### src/rtl/core_bus_arbiter.sv
// core_bus_arbiter: merges the core's fetch (i_*) and data (d_*) requests onto
// one memory bus (m_*), allowing one outstanding transaction at a time.
// Data requests win arbitration. After STARVE_LIMIT consecutive data grants made
// while a fetch is waiting, the fetch wins the next arbitration.
// Ports:
//   clk, reset                 clock, asynchronous active-high reset
//   i_valid/i_addr             fetch request (held until i_data_ok)
//   i_addr_ok/i_data_ok/i_data fetch accept pulse, data pulse, instruction word
//   d_valid/d_addr/d_size/d_strobe/d_wdata  data request (held until d_data_ok)
//   d_addr_ok/d_data_ok/d_rdata data accept pulse, completion pulse, read data
//   m_valid/m_is_write/m_addr/m_size/m_strobe/m_wdata  memory request
//   m_ready                    memory accepts the request
//   m_resp_valid/m_rdata       memory response
module core_bus_arbiter #(
  parameter int unsigned STARVE_LIMIT = 4
) (
  input  logic        clk,
  input  logic        reset,
  input  logic        i_valid,
  input  logic [63:0] i_addr,
  output logic        i_addr_ok,
  output logic        i_data_ok,
  output logic [31:0] i_data,
  input  logic        d_valid,
  input  logic [63:0] d_addr,
  input  logic [2:0]  d_size,
  input  logic [7:0]  d_strobe,
  input  logic [63:0] d_wdata,
  output logic        d_addr_ok,
  output logic        d_data_ok,
  output logic [63:0] d_rdata,
  output logic        m_valid,
  output logic        m_is_write,
  output logic [63:0] m_addr,
  output logic [2:0]  m_size,
  output logic [7:0]  m_strobe,
  output logic [63:0] m_wdata,
  input  logic        m_ready,
  input  logic        m_resp_valid,
  input  logic [63:0] m_rdata
);

  localparam int unsigned AW = 64;
  localparam int unsigned DW = 64;
  localparam int unsigned SW = 3;
  localparam int unsigned BW = 8;
  localparam int unsigned CW = 4;
  localparam logic [CW-1:0] CNT_MAX = CW'(15);

  typedef enum logic [1:0] {
    ST_IDLE = 2'd0,
    ST_REQ  = 2'd1,
    ST_WAIT = 2'd2
  } state_e;

  state_e          state_q, state_d;
  logic            gnt_d_q, gnt_d_d;
  logic            abandon_q, abandon_d;
  logic [CW-1:0]   cnt_q, cnt_d;
  logic            is_write_q, is_write_d;
  logic [AW-1:0]   addr_q, addr_d;
  logic [SW-1:0]   size_q, size_d;
  logic [BW-1:0]   strobe_q, strobe_d;
  logic [DW-1:0]   wdata_q, wdata_d;

  logic pick_d, pick_i, gvalid;

  // Arbitration: data first unless the fetch side has been starved.
  assign pick_d = (state_q == ST_IDLE) && d_valid &&
                  (!i_valid || (cnt_q < CW'(STARVE_LIMIT)));
  assign pick_i = (state_q == ST_IDLE) && !pick_d && i_valid;
  assign gvalid = gnt_d_q ? d_valid : i_valid;

  // State register
  always_ff @(posedge clk or posedge reset) begin
    if (reset) state_q <= ST_IDLE;
    else       state_q <= state_d;
  end

  // Next-state logic
  always_comb begin
    state_d = state_q;
    case (state_q)
      ST_IDLE: if (pick_d || pick_i) state_d = ST_REQ;
      ST_REQ:  if (m_ready)          state_d = ST_WAIT;
      ST_WAIT: if (m_resp_valid)     state_d = ST_IDLE;
      default:                       state_d = ST_IDLE;
    endcase
  end

  // Request capture, starvation counter and abandon tracking
  always_comb begin
    gnt_d_d    = gnt_d_q;
    abandon_d  = abandon_q;
    cnt_d      = cnt_q;
    is_write_d = is_write_q;
    addr_d     = addr_q;
    size_d     = size_q;
    strobe_d   = strobe_q;
    wdata_d    = wdata_q;
    if (state_q == ST_IDLE) begin
      if (!i_valid) cnt_d = '0;
      if (pick_d) begin
        gnt_d_d    = 1'b1;
        abandon_d  = 1'b0;
        is_write_d = |d_strobe;
        addr_d     = d_addr;
        size_d     = d_size;
        strobe_d   = d_strobe;
        wdata_d    = d_wdata;
        if (i_valid && (cnt_q != CNT_MAX)) cnt_d = cnt_q + CW'(1);
      end else if (pick_i) begin
        gnt_d_d    = 1'b0;
        abandon_d  = 1'b0;
        is_write_d = 1'b0;
        addr_d     = i_addr;
        size_d     = SW'(2);
        strobe_d   = '0;
        wdata_d    = '0;
        cnt_d      = '0;
      end
    end else if (!gvalid) begin
      // Once the owner lets go, its response is dropped even if it re-requests.
      abandon_d = 1'b1;
    end
  end

  always_ff @(posedge clk or posedge reset) begin
    if (reset) begin
      gnt_d_q    <= 1'b0;
      abandon_q  <= 1'b0;
      cnt_q      <= '0;
      is_write_q <= 1'b0;
      addr_q     <= '0;
      size_q     <= '0;
      strobe_q   <= '0;
      wdata_q    <= '0;
    end else begin
      gnt_d_q    <= gnt_d_d;
      abandon_q  <= abandon_d;
      cnt_q      <= cnt_d;
      is_write_q <= is_write_d;
      addr_q     <= addr_d;
      size_q     <= size_d;
      strobe_q   <= strobe_d;
      wdata_q    <= wdata_d;
    end
  end

  // Output logic; d_* paths only look at d_valid, i_* paths only at i_valid.
  always_comb begin
    i_addr_ok  = 1'b0;
    i_data_ok  = 1'b0;
    i_data     = '0;
    d_addr_ok  = 1'b0;
    d_data_ok  = 1'b0;
    d_rdata    = '0;
    m_valid    = 1'b0;
    m_is_write = 1'b0;
    m_addr     = '0;
    m_size     = '0;
    m_strobe   = '0;
    m_wdata    = '0;
    case (state_q)
      ST_REQ: begin
        m_valid    = 1'b1;
        m_is_write = is_write_q;
        m_addr     = addr_q;
        m_size     = size_q;
        m_strobe   = strobe_q;
        m_wdata    = wdata_q;
        if (m_ready) begin
          i_addr_ok = !gnt_d_q;
          d_addr_ok = gnt_d_q;
        end
      end
      ST_WAIT: begin
        if (m_resp_valid && !abandon_q) begin
          if (gnt_d_q) begin
            if (d_valid) begin
              d_data_ok = 1'b1;
              d_rdata   = m_rdata;
            end
          end else if (i_valid) begin
            i_data_ok = 1'b1;
            i_data    = addr_q[2] ? m_rdata[63:32] : m_rdata[31:0];
          end
        end
      end
      default: ;
    endcase
  end

endmodule

### config.mk
export PLATFORM = sky130hd
export DESIGN_NAME = core_bus_arbiter
export DESIGN_NICKNAME = d
export VERILOG_FILES = /design/src/rtl/core_bus_arbiter.sv
export SDC_FILE = /design/constraint.sdc
export NUM_CORES = 1
export LEC_CHECK = 0
export BUFFER_PORTS_ARGS = -buffer_cell sky130_fd_sc_hd__buf_2
export CORE_AREA = 2 2 200 202
export CTS_CLUSTER_SIZE = 20
export DETAILED_ROUTE_END_ITERATION = 10
export DIE_AREA = 0 0 202 204
export GPL_ROUTABILITY_DRIVEN = 0
export SLEW_MARGIN = 20
export SYNTH_ARGS = -nofsm -noshare
export SYNTH_HDL_FRONTEND = slang
export SYNTH_SLANG_ARGS = --single-unit
### constraint.sdc
create_clock -name clk -period 6.5 [get_ports clk]
set_input_delay 0.325 -clock clk [delete_from_list [all_inputs] [get_ports clk]]
set_output_delay 0.325 -clock clk [all_outputs]
set_load 0.05 [all_outputs]
# Yosys cells after proc, flatten, opt, wreduce, memory -nomap -nowiden
# Index checks and enable logic that the tools add are counted.
totals:
  reg_bits: 148
  inputBits: 273
  output_inout_bits: 241
  wordCells: 87
classes:
  addsub: 1
  n_lt_le_gt_ge: 1
  n_eq_ne: 8
  muxes: 50
  n_reduce_logical: 18
ops:
  columns: ["operator", "count"]
  rows:
  - ["64-bit 2-to-1 mux", 10]
  - ["32-bit 2-to-1 mux", 5]
  - ["8-bit 2-to-1 mux", 3]
  - ["1-bit 2-to-1 mux", 21]
  - ["4-bit 2-to-1 mux", 4]
  - ["3-bit 2-to-1 mux", 3]
  - ["8-bit OR reduction", 1]
  - ["1-bit logical AND", 6]
  - ["2-bit 2-to-1 mux", 3]
  - ["2-bit case mux with 3 select lines", 1]
  - ["4-bit by 1-bit adder with 4-bit output, second input constant", 1]
  - ["1-bit zero test", 4]
  - ["4-bit by 3-bit less-than comparator with 1-bit output, second input constant", 1]
  - ["2-bit by 1-bit inequality test with 1-bit output, second input constant", 2]
  - ["2-bit inequality test, second input constant", 2]
  - ["4-bit inequality test, second input constant", 1]
  - ["2-bit AND reduction", 2]
  - ["3-bit inequality test, second input constant", 1]
  - ["3-bit AND reduction", 1]
  - ["2-bit by 1-bit == test with 1-bit output, second input constant", 1]
  - ["2-bit == test, second input constant", 1]
  - ["2-bit zero test", 1]
  - ["1-bit logical OR", 2]
  - ["2-bit nonzero test", 1]

# Depth between registers and ports, before layout
depth:
  ltp_word: 9
  mapped_depth: 7
  ltp_nobuf: 4

# Least setup slack after synthesis
# Ideal clock, no wire load.
synth_path:
  path_kind: "flip-flop to output port"
  startpoint: "register state_q[1]"
  endpoint: "output i_addr_ok"
  arrival_ps: 2046
  t_required_ps: 6175
  slack_ps: 4129
  stages_incl_launch_ff: 6
  n_path_buf: 1
  cell_sequence: "dfrtp_1 > nand2b_1 > inv_2 > clkbuf_1 > nand2_1 > nor2_1"
synth_between:
  elab_chain_cells: 2
synth_lines:
  columns: ["element", "line", "rtl"]
  rows:
  - ["start: declaration", "56", "state_e state_q, state_d;"]
  - ["start signal: assignment", "77", "else state_q <= state_d;"]
  - ["2-bit by 1-bit == test with 1-bit output", "164", "case (state_q)"]
  - ["1-bit 2-to-1 mux", "164", null]
  - ["end: declaration", "21", "output logic i_addr_ok,"]
# No other way between the ends.

# Worst setup path after layout
layout_path:
  startpoint: "register state_q[0]"
  endpoint: "output i_addr_ok"
# The elaborated chain is that of the path after synthesis.

==> impl_metrics.tcl <==
set metrics [dict create \
    htreeDepth 4 \
    timing.critical_path.arrival_ns 2.87 \
    clock_sink_count 148 \
    grt_antenna_before_repair 19 \
    critPathKind "register to primary output" \
    power.density_cell_area_mw_per_mm2 472 \
    drtAntennaViolNets 0 \
    portion_of_the_post_synthesis_area_used_by_sequential_elements_pct 43.1 \
    total_leakage_power_uw 0.00632 \
    worst_hold_path_type "input pin to register" \
    finalCriticalPeriod_ns 3.20 \
    worstPathRequired_ns 6.17 \
    dp.cells 1837 \
    chipHeight_um 204 \
    synthCells 884 \
    worst-slew-pin-transition_ns 1.04 \
    syn-num-nets 1158 \
    drt-vias-per-instance 4.66 \
    post_synth.cell_area_avg_sq_um 9.72 \
    floorplan.die_area_sq_mm 0.0412 \
    final_layout_size_suffix_gt1_share_pct 44.6 \
    io-pin-count 514 \
    synth.yosys.warnings 0 \
    area_growth_syn_to_layout_pct 40.7 \
    floorplan_core_area_sq_mm 0.0392 \
    cts-root-to-sink-buffers 2 \
    timing.critical_path.from_type "register" \
    status "complete, no violations" \
    synth-main-ff-cell "sky130_fd_sc_hd__dfrtp_1" \
    vdd_ir_drop_max_uv 231 \
    period_share_pct 49.2 \
    rsz0062_at_grt "no" \
    netlist-cell-type-count 37 \
    pin_count_of_the_biggest_net_entering_global_routing 104 \
    wire_per_inst_um 20.2 \
    cts_repair_resize_count 0 \
    max-slew-margin-rel_pct 30.5 \
    initial_core_util_pct 21.9 \
    globalRouteTotalUtil_pct 17.9 \
    detailroute.via_count 8738 \
    max_freq_mhz 313 \
    fp-row-count 73 \
    drv_slew 0 \
    max-cap-violations 0 \
    number_of_design_rule_violations_left_by_the_first_detailed_router_iteration 622 \
    critPathMaxFanout 103 \
    tritoncts "done" \
    finalCoreUtilization_pct 30.8 \
    first_global_vias 8732 \
    detail_route.drc_violations 0 \
    global_route_wire_length_before_repair_mm 54.9 \
    detailed_place_hpwl_mm 27.8 \
    count_of_final_hold_check_violations 0 \
    combPwrFrac_pct 54.2 \
    yosys_register_bits 148 \
    worstSkewPairLatency_ns 0.46 \
    setup_violations 0 \
    switching_power_uw 2980 \
    internal-power_uw 2730 \
    cts.hold.buffers_added 1 \
    die_x_um 202 \
    fillcell_total 4156 \
    number_of_enable_flip_flop_cells_after_synthesis 0 \
    layout.cells.non_filler 1877 \
    numCtsBuffers 17 \
    finClkSkew_ns 0.0119 \
    sum_of_overflow_across_all_layers_after_global_routing 0 \
    timing.critical_path.to_type "primary output" \
    root_buffer "sky130_fd_sc_hd__clkbuf_16" \
    seqPwrFrac_pct 28.3 \
    power.clock.fraction_pct 17.5 \
    buffer_ports.inserted 513 \
    finalSetupTns_ns 0 \
    synth_area_sq_mm 0.00859 \
    cts.repair_timing.setup_buffer_count 0 \
    drt_wl_total_mm 37.9 \
    worst_setup_hold_path_clk_slew_ns 0.07 \
    power_switching_share_pct 52.2 \
    detailedRoute.firstPassIterationCount 5 \
    asyncSetResetFlopFracSynth_pct 100 \
    nNetsFinal 1606 \
]
[worst paths after layout]
check                         endpoint  slack [ns]         from  depth (start not counted)
setup / recovery             i_addr_ok        3.30   state_q[0]                          6
hold / removal             wdata_q[62]        0.08  d_wdata[62]                          2
setup reg to reg           wdata_q[23]        3.68   state_q[0]                          5
hold reg to reg            strobe_q[1]        0.49  strobe_q[1]                          1
max in group asynchronous  strobe_q[0]        4.80        reset                          4
min in group asynchronous   addr_q[57]        0.54        reset                          3
[flip-flops by register name, indices dropped and copies added (netlist names)]
name and cells:
strobe_q 8, abandon_q 1, wdata_q 64, size_q 3, gnt_d_q 1, addr_q 64, is_write_q 1, cnt_q 4
state_q 2
[area by class of cell]
class / instances / area [sq um] / area share [%]
sequential: 148 / 3700 / 30.6
antenna: 7 / 17.5 / 0.145
multi-input combinational: 569 / 4190 / 34.7
clock inverter: 14 / 135 / 1.12
timing repair buffer: 526 / 2670 / 22.1
inverter: 70 / 269 / 2.23
clock buffer: 18 / 439 / 3.63
tap: 525 / 657 / 5.43
[critical path: stages, from the launching register on]
cell	delay [ns]
sky130_fd_sc_hd__dfrtp_1	0.50
sky130_fd_sc_hd__nand2b_1	0.15
sky130_fd_sc_hd__clkinv_2	0.34
sky130_fd_sc_hd__buf_4	0.75
sky130_fd_sc_hd__nand2_1	0.16
sky130_fd_sc_hd__nor2_1	0.12
sky130_fd_sc_hd__buf_2	0.33
[metal layers]
metal  vias up  GRT usage [%]  part of all wire, %
li1       4028              -                    -
met3        55           4.58                  6.7
met4         0           6.46                  2.7
met5         -              0                    0
met1      4251           19.0                   36
met2       404           34.1                   54
[Yosys cell counts, types with 11 or more instances]
master | instances | area [sq um]
sky130_fd_sc_hd__a22o_1 | 75 | 657
sky130_fd_sc_hd__and2_1 | 204 | 1280
sky130_fd_sc_hd__buf_1 | 11 | 41.3
sky130_fd_sc_hd__buf_2 | 15 | 75.1
sky130_fd_sc_hd__clkbuf_1 | 61 | 229
sky130_fd_sc_hd__dfrtp_1 | 148 | 3700
sky130_fd_sc_hd__inv_1 | 67 | 251
sky130_fd_sc_hd__mux2i_1 | 32 | 320
sky130_fd_sc_hd__nor2_4 | 27 | 304
sky130_fd_sc_hd__o2111ai_1 | 64 | 561
sky130_fd_sc_hd__o211ai_1 | 64 | 480
sky130_fd_sc_hd__o21ai_0 | 54 | 270
sky130_fd_sc_hd__o21ai_1 | 14 | 70.1
[layout by cell type, fill, tap and decap left out, drive strengths merged, types with 2 or more instances in the layout]
| master | n |
|---|---|
| clkbuf | 18 |
| and2 | 204 |
| mux2i | 32 |
| inv | 78 |
| nand2b | 3 |
| o211ai | 64 |
| and3 | 2 |
| o21ai | 68 |
| nor4 | 3 |
| buf | 525 |
| a32o | 2 |
| or2 | 2 |
| o2111ai | 64 |
| a22o | 75 |
| dfrtp | 148 |
| diode | 7 |
| clkinv | 5 |
| nor2 | 37 |
| nand2 | 5 |
[cells by family (layout without fill, tap and decap cells)]
logic type / after synthesis / after routing / synth area share [%]
flip-flops: 148 / 148 / 43.1
adder cells (fa/ha/maj): 1 / 1 / 0.146
AO/OA/AOI/OAI: 278 / 278 / 24.4
other: 0 / 7 / 0
multiplexers: 32 / 32 / 3.73
AND/OR/NAND/NOR: 258 / 258 / 20.1
buffers and inverters: 167 / 628 / 8.52
[power groups by stage]
| stage | Combinational, uW | Clock [uW] | Sequential [uW] |
|---|---|---|---|
| after floorplan | 2430 | 0 | 1470 |
| after global placement | 3090 | 0 | 1630 |
| after detailed placement | 3120 | 0 | 1630 |
| after CTS | 3130 | 1030 | 1620 |
| after global routing | 3300 | 1060 | 1670 |
| final | 3090 | 997 | 1610 |
[per-stage QoR]
stage	power, uW	worst slack [ns]	area, sq um	hold slack [ns]
CTS	5780	3.17	12100	0.0476
global route	6040	2.98	12100	0.0590
detailed placement	4750	3.50	11500	0.473
finish	5710	3.30	12100	0.0845
floorplan	3900	2.20	8590	0.434
global placement	4720	3.56	11500	0.475
No activity file was read; power rests on OpenSTA's default activity.
